File: config.mk
export PLATFORM = sky130hd
export DESIGN_NAME = complete_buffer
export DESIGN_NICKNAME = d
export VERILOG_FILES = /design/src/rtl/complete_buffer.sv
export SDC_FILE = /design/constraint.sdc
export NUM_CORES = 1
export LEC_CHECK = 0
export ABC_AREA = 1
export CAP_MARGIN = 15
export CORE_MARGIN = 2
export CORE_UTILIZATION = 38
export DETAILED_ROUTE_END_ITERATION = 8
export GPL_TIMING_DRIVEN = 0
export PLACE_DENSITY_LB_ADDON = 0.2
export SYNTH_ARGS = -nofsm -noshare
export SYNTH_HDL_FRONTEND = slang
export SYNTH_SLANG_ARGS = --single-unit
File: constraint.sdc
create_clock -name clock -period 9.7 [get_ports clock]
set_input_delay 1.94 -clock clock [delete_from_list [all_inputs] [get_ports clock]]
set_output_delay 1.94 -clock clock [all_outputs]
set_load 0.02 [all_outputs]
File: src/rtl/complete_buffer.sv
// complete_buffer: per-functional-unit result holding slots that feed a
// common data bus (CDB). Each slot captures one finished FU result, waits
// for the downstream selector to grant it, and is broadcast one cycle
// after the grant. A per-slot wait counter flags slots that sit unserved.
//
// Ports:
//   clock, reset     single clock, synchronous active-high reset
//   squash           mispredict flush: empties every slot, blocks capture
//   fu_done          per-FU "result presented this cycle"
//   fu_tag/fu_value  per-FU packed result tag and value
//   grant            selector grant; only the highest set bit is honoured
//   fu_ready         per-slot "can accept a result this cycle"
//   fu_result_valid  per-slot occupied flag (registered only)
//   cdb_valid/tag/value  registered broadcast, one cycle after grant
//   starve_alert     some slot's wait count has reached STARVE_LIMIT
module complete_buffer #(
  parameter int NUM_FU       = 8,
  parameter int TAG_W        = 5,
  parameter int DATA_W       = 32,
  parameter int STARVE_LIMIT = 15
) (
  input  logic                     clock,
  input  logic                     reset,
  input  logic                     squash,
  input  logic [NUM_FU-1:0]        fu_done,
  input  logic [NUM_FU*TAG_W-1:0]  fu_tag,
  input  logic [NUM_FU*DATA_W-1:0] fu_value,
  input  logic [NUM_FU-1:0]        grant,
  output logic [NUM_FU-1:0]        fu_ready,
  output logic [NUM_FU-1:0]        fu_result_valid,
  output logic                     cdb_valid,
  output logic [TAG_W-1:0]         cdb_tag,
  output logic [DATA_W-1:0]        cdb_value,
  output logic                     starve_alert
);

  localparam logic [3:0] LIMIT = 4'(STARVE_LIMIT);

  logic [NUM_FU-1:0]             valid_vec;
  logic [NUM_FU-1:0]             grant_top;
  logic [NUM_FU-1:0]             eff_grant;
  logic [NUM_FU-1:0]             capture;
  logic [NUM_FU-1:0]             at_limit;
  logic [NUM_FU-1:0][TAG_W-1:0]  slot_tag;
  logic [NUM_FU-1:0][DATA_W-1:0] slot_value;

  // Reduce grant to its highest set bit; the later loop iteration wins.
  always_comb begin
    grant_top = '0;
    for (int i = 0; i < NUM_FU; i++) begin
      if (grant[i]) begin
        grant_top    = '0;
        grant_top[i] = 1'b1;
      end
    end
  end

  // A grant that lands on an empty slot is treated as no grant at all.
  assign eff_grant = grant_top & valid_vec;
  // fu_ready depends only on state, grant and squash, never on fu_done.
  assign fu_ready  = (~valid_vec | eff_grant) & {NUM_FU{~squash}};
  assign capture   = fu_done & fu_ready;

  genvar gi;
  generate
    for (gi = 0; gi < NUM_FU; gi++) begin : g_slot
      logic              valid_q, valid_d;
      logic [3:0]        wait_q, wait_d;
      logic [TAG_W-1:0]  tag_q;
      logic [DATA_W-1:0] value_q;

      always_comb begin
        valid_d = valid_q;
        wait_d  = wait_q;
        if (squash) begin
          valid_d = 1'b0;
          wait_d  = 4'd0;
        end else if (capture[gi]) begin
          // Covers the grant-and-refill case: the new result starts fresh.
          valid_d = 1'b1;
          wait_d  = 4'd0;
        end else if (eff_grant[gi]) begin
          valid_d = 1'b0;
          wait_d  = 4'd0;
        end else if (valid_q) begin
          if (wait_q != LIMIT) wait_d = wait_q + 4'd1;
        end else begin
          wait_d = 4'd0;
        end
      end

      always_ff @(posedge clock) begin
        if (reset) begin
          valid_q <= 1'b0;
          wait_q  <= 4'd0;
        end else begin
          valid_q <= valid_d;
          wait_q  <= wait_d;
        end
      end

      // Payload needs no reset; it is only observed while valid_q is set.
      always_ff @(posedge clock) begin
        if (!reset && capture[gi]) begin
          tag_q   <= fu_tag[gi*TAG_W +: TAG_W];
          value_q <= fu_value[gi*DATA_W +: DATA_W];
        end
      end

      assign valid_vec[gi]       = valid_q;
      assign fu_result_valid[gi] = valid_q;
      assign at_limit[gi]        = (wait_q == LIMIT);
      assign slot_tag[gi]        = tag_q;
      assign slot_value[gi]      = value_q;
    end
  endgenerate

  logic              cdb_valid_q, cdb_valid_d;
  logic [TAG_W-1:0]  cdb_tag_q, cdb_tag_d;
  logic [DATA_W-1:0] cdb_value_q, cdb_value_d;

  // eff_grant is one-hot or zero, so a plain priority loop is a clean mux.
  always_comb begin
    cdb_valid_d = (|eff_grant) & ~squash;
    cdb_tag_d   = cdb_tag_q;
    cdb_value_d = cdb_value_q;
    for (int i = 0; i < NUM_FU; i++) begin
      if (eff_grant[i] && !squash) begin
        cdb_tag_d   = slot_tag[i];
        cdb_value_d = slot_value[i];
      end
    end
  end

  always_ff @(posedge clock) begin
    if (reset) begin
      cdb_valid_q <= 1'b0;
      cdb_tag_q   <= '0;
      cdb_value_q <= '0;
    end else begin
      cdb_valid_q <= cdb_valid_d;
      cdb_tag_q   <= cdb_tag_d;
      cdb_value_q <= cdb_value_d;
    end
  end

  assign cdb_valid    = cdb_valid_q;
  assign cdb_tag      = cdb_tag_q;
  assign cdb_value    = cdb_value_q;
  assign starve_alert = |at_limit;

endmodule

**Word-level counts from Yosys, hierarchy flattened**

Cells that the tools add are included.

- Bits of input ports: 315
- Register bits after elaboration: 374
- Word-level logic and storage cells: 152
- Output and inout port bits: 55

- Reductions and logical operators: 38
- $add $sub $neg: 8
- Eq/ne operators: 16
- Bitwise logic cells: 15
- Muxes and demuxes: 40

Operators by type and width:

| cell | count |
|---|---|
| $mux W32 | 8 |
| $mux W8 | 7 |
| $mux W5 | 8 |
| $reduce_or A5 Y1 | 8 |
| $add A4 B1 Y4 const B | 8 |
| $eq A4 B4 Y1 const B | 8 |
| $ne A4 B4 Y1 const B | 8 |
| $and A8 B8 Y8 | 3 |
| $mux W1 | 17 |
| $logic_and A1 B1 Y1 | 16 |
| $reduce_bool A2 Y1 | 8 |
| $reduce_or A8 Y1 | 2 |
| $not A1 Y1 | 9 |
| $not A8 Y8 | 1 |
| $or A8 B8 Y8 | 1 |
| $reduce_bool A8 Y1 | 1 |
| $logic_not A1 Y1 | 2 |
| $reduce_or A2 Y1 | 1 |
| $and A1 B1 Y1 | 1 |

**Logic depth before layout (Yosys ltp)**

Gate-level depths: netlist (run 1).

- Depth after elaboration: 18
- Mapped depth: 15
- Gate-level depth less buffers: 15

**Least setup slack after synthesis (run 1)**

OpenSTA, ideal clock, no wires.

- Path kind: input -> register
- Start: input port squash
- End: register g_slot[1].tag_q[0], enable pin
- Data arrival time: 5505 ps
- Data required time: 9223 ps
- Library setup time: 477 ps
- Slack: 3718 ps
- Cell stages on the path: 5
- Path buffers: 2
- Cells stage by stage: clkbuf_1 -> nor2_1 -> clkinv_1 -> clkbuf_1 -> nor3_1

- Word-level cells in the longest chain between the ends: 4

Ends and longest elaborated chain:

| what | line | text |
|---|---|---|
| from (decl) | 24 | `input logic squash,` |
| $not A1 Y1 | 61 | `assign fu_ready = (~valid_vec \| eff_grant) & {NUM_FU{~squash}};` |
| $and A8 B8 Y8 | 61 |  |
| $and A8 B8 Y8 | 62 | `assign capture = fu_done & fu_ready;` |
| $logic_and A1 B1 Y1 | 104 | `if (!reset && capture[gi]) begin` |
| to (signal assigned) | 105 | `tag_q <= fu_tag[gi*TAG_W +: TAG_W];` |
| to (decl) | 69 | `logic [TAG_W-1:0] tag_q;` |

No other way between the ends.
A chain may end at the register's enable or synchronous reset.

**Final worst setup path (run 1)**

- Start: input port grant[7]
- End: output port fu_ready[3]

- Word-level cells in the longest chain between the ends: 4

Ends and longest elaborated chain:

| what | line | text |
|---|---|---|
| from (decl) | 28 | `input logic [NUM_FU-1:0] grant,` |
| $mux W8 | 51 | `if (grant[i]) begin` |
| $and A8 B8 Y8 | 59 | `assign eff_grant = grant_top & valid_vec;` |
| $or A8 B8 Y8 | 61 |  |
| $and A8 B8 Y8 | 61 |  |
| to (decl) | 29 | `output logic [NUM_FU-1:0] fu_ready,` |

No other way between the ends.

==> impl_metrics.py, run 1 <==
metrics = {
    "pwr": {
        "peakVddDrop_mv": 0.108,
        "p_leak_nw": 8.40,
        "p_total_mw": 3.65,
        "powerDensity_mw_per_mm2": 169,
    },
    "sta": {
        "period_share": 0.598,
        "relSlewSlack": 0.366,
        "hold_viol": 0,
        "setup_tns_ns": 0,
        "slew_violations": 0,
        "worstMarginPinSlew_ns": 0.946,
        "setup_viol": 0,
        "rsz0062_at_grt": "false",
        "clock-skew-final_ns": 0.0148,
        "fmax_mhz": 172,
        "period_needed_ns": 5.80,
    },
    "clock_tree": {
        "ctsHoldBuffers": 0,
        "cts_root_buf": "clkbuf_16",
        "h-tree-depth": 2,
        "cts.sinks": 374,
        "path_clk_slew_ns": 0.05,
        "cts_tree": "done",
        "cts.path.max_buffers": 3,
        "cts-resized-gates": 0,
        "cts_buffers": 42,
        "clock_latency_ns": 0.57,
        "post_cts_buffers": 0,
    },
    "route": {
        "vias": 11800,
        "wire_per_inst_microns": 19.1,
        "routed_wl_microns": 47500,
        "viasPerCell": 4.73,
        "ant_nets": 0,
        "drc_errors": 0,
        "drt_iter0_markers": 806,
        "dr.pass1.iters": 5,
    },
    "placement": {
        "post_dp_cell_area_sq_mm": 0.0202,
        "gp_congestion": 0.898,
        "dp_cells": 2406,
        "hpwl_microns": 36900,
        "io_buffer_count": 369,
    },
    "synth": {
        "syn_area_per_cell_sq_um": 10.5,
        "yosysWarnings": 0,
        "synth_ff_type": "edfxtp_1",
        "synth_cell_types": 36,
        "syn_nets": 1800,
        "syn_inst": 1477,
        "synth_seq_cells": 374,
        "async_reset_ff_frac": 0,
        "ys_seq_area_frac": 0.673,
        "netlist_area_sq_mm": 0.0155,
        "synth_edf_count": 296,
    },
    "floorplanning": {
        "die_h_microns": 206,
        "ios": 370,
        "placementRows": 74,
        "dieArea_sq_mm": 0.0425,
        "core_sq_mm": 0.0406,
        "die_w_microns": 206,
        "initial_utilization": 0.383,
    },
    "worst_hold_path": {
        "min_path_type": "reg2reg",
    },
    "global_route": {
        "antenna_found_initial": 9,
        "grt_overflow": 0,
        "grt_use_total": 0.224,
        "grt_pass1_wl_microns": 69500,
        "grt_pass1_vias": 11800,
        "grt_start_max_net_pins": 14,
    },
    "worst_setup_path": {
        "critPathRequiredTime_ns": 7.76,
        "critical_path_class": "in2out",
        "cp-end-kind": "primary output",
        "max_stage_delay_ns": 0.63,
        "cp_top_family": "buffers and inverters",
        "worst_path_max_delay_cell": "clkdlybuf4s50_1",
        "timing.critical_path.cells": "clkdlybuf4s50_1 -> inv_2 -> nand2_1 -> inv_2 -> nand2_1 -> nor2_2 -> nor2_1 -> nor2_1 -> clkdlybuf4s50_1",
        "worstPathArrival_ns": 3.86,
        "worstPathMaxFanout": 5,
        "cp_num_buf_inv": 4,
        "start_kind": "primary input",
    },
    "finish": {
        "seq_area_sq_mm": 0.0105,
        "synthToLayoutAreaGrowth_pct": 39.2,
        "fin_nets": 2241,
        "nFillCells": 3660,
        "multiInputGateArea_sq_mm": 0.00419,
        "final_cell_mix": "nand2_1, clkdlybuf4s50_1, edfxtp_1",
        "drive_gt1_frac": 0.110,
        "stdcell_count": 2491,
        "final_area_sq_mm": 0.0216,
        "layout_commonest_cell": "nand2_1",
    },
    "job": {
        "cap_viol_max_count": 0,
    },
    "status": {
        "status": "completed",
    },
}
[cell families after synthesis]
logic type | share of synthesized area
AND/OR/NAND/NOR | 0.197
flip-flops | 0.673
buffers and inverters | 0.0602
AO/OA/AOI/OAI | 0.0609
adder cells (fa/ha/maj) | 0.00644
XOR/XNOR | 0.00282
[worst reg2reg max path, cell delays in order (launching register included)]
cell and delay (ns):
dfxtp_1 0.34, nand2_1 0.29, nor2_1 0.60, nor4_1 0.13, nand2_1 0.23, buf_1 0.54
a21oi_1 0.17
[per-layer routing]
metal  up-vias  global-route usage  routed length (microns)
met2       397               0.377                    22900
met3        78              0.0511                     3390
met1      5484               0.282                    19800
li1       5812                   -                        -
met5         -                   0                       14
met4         2              0.0791                     1370
[final cells by class]
class                      count  share of cell area
buffer                        68              0.0166
inverter                     154              0.0267
antenna                        7            0.000810
clock inverter                13             0.00388
clock buffer                  65              0.0588
timing repair buffer         397               0.185
sequential                   374               0.483
multi-input combinational    881               0.194
tap                          532              0.0308
[worst paths after layout]
check | startpoint | endpoint | slack [ns] | depth (start not counted)
max reg2reg | g_slot[7].valid_q$_SDFFE_PP0P_ | cdb_value[7]$_SDFFE_PP0P_ | 7.28 | 6
min reg2reg | g_slot[7].wait_q[3]$_SDFFE_PP0N_ | g_slot[7].wait_q[3]$_SDFFE_PP0N_ | 0.45 | 1
max | grant[7] | fu_ready[3] | 3.90 | 9
min | g_slot[7].wait_q[3]$_SDFFE_PP0N_ | g_slot[7].wait_q[3]$_SDFFE_PP0N_ | 0.45 | 1
[through the flow]
step / hold slack, ns / utilization / worst slack [ns]
global route: 0.489 / 0.533 / 3.81
detailed placement: 0.454 / 0.499 / 3.72
floorplan: 0.431 / - / 3.72
CTS: 0.462 / 0.533 / 3.88
global placement: 0.446 / 0.491 / 0.610
finish: 0.454 / 0.533 / 3.90
[registers in the layout, summed over array words and instances (netlist names)]
name / flops
g_slot.tag_q: 40
cdb_value: 32
g_slot.value_q: 256
cdb_tag: 5
cdb_valid: 1
g_slot.wait_q: 32
g_slot.valid_q: 8
[cell usage after synthesis (10+ instances only)]
cell | number | area, sq um
buf_4 | 10 | 75.1
inv_1 | 145 | 544
edfxtp_1 | 296 | 8890
nand2_1 | 372 | 1400
nand3_1 | 114 | 571
a31oi_1 | 10 | 62.6
dfxtp_1 | 78 | 1560
o21ai_0 | 52 | 260
clkbuf_1 | 28 | 105
nor3_1 | 15 | 75.1
or2_0 | 21 | 131
a21oi_2 | 19 | 166
or2_2 | 52 | 325
a21oi_1 | 76 | 380
buf_2 | 16 | 80.1
nor2_1 | 109 | 409
[power by group]
part	total, mW	internal (mW)	switching (mW)
sequential	1.80	1.78	0.0154
clock	1.56	0.926	0.637
combinational	0.289	0.165	0.124
No activity file was read; power rests on OpenSTA's default activity.
==> run 2, diff against run 1 <==
clock period = 4.8 ns   (was 9.7 ns; I/O delays follow)
==> results of run 2 <==
Same layout as run 1 (identical final DEF). Status: completed.
Main changes from that run: setup slack after placement 3.72 ns -> -0.198 ns; setup slack after layout 3.90 ns -> 0.445 ns; start point of the critical path grant[7] -> squash; end point of the critical path fu_ready[3] -> g_slot[1].value_q[11]$_DFFE_PP_; register-to-register setup slack 7.28 ns -> 2.38 ns; total power 3.65 mW -> 7.37 mW; worst IR drop on VDD 0.108 mV -> 0.218 mV
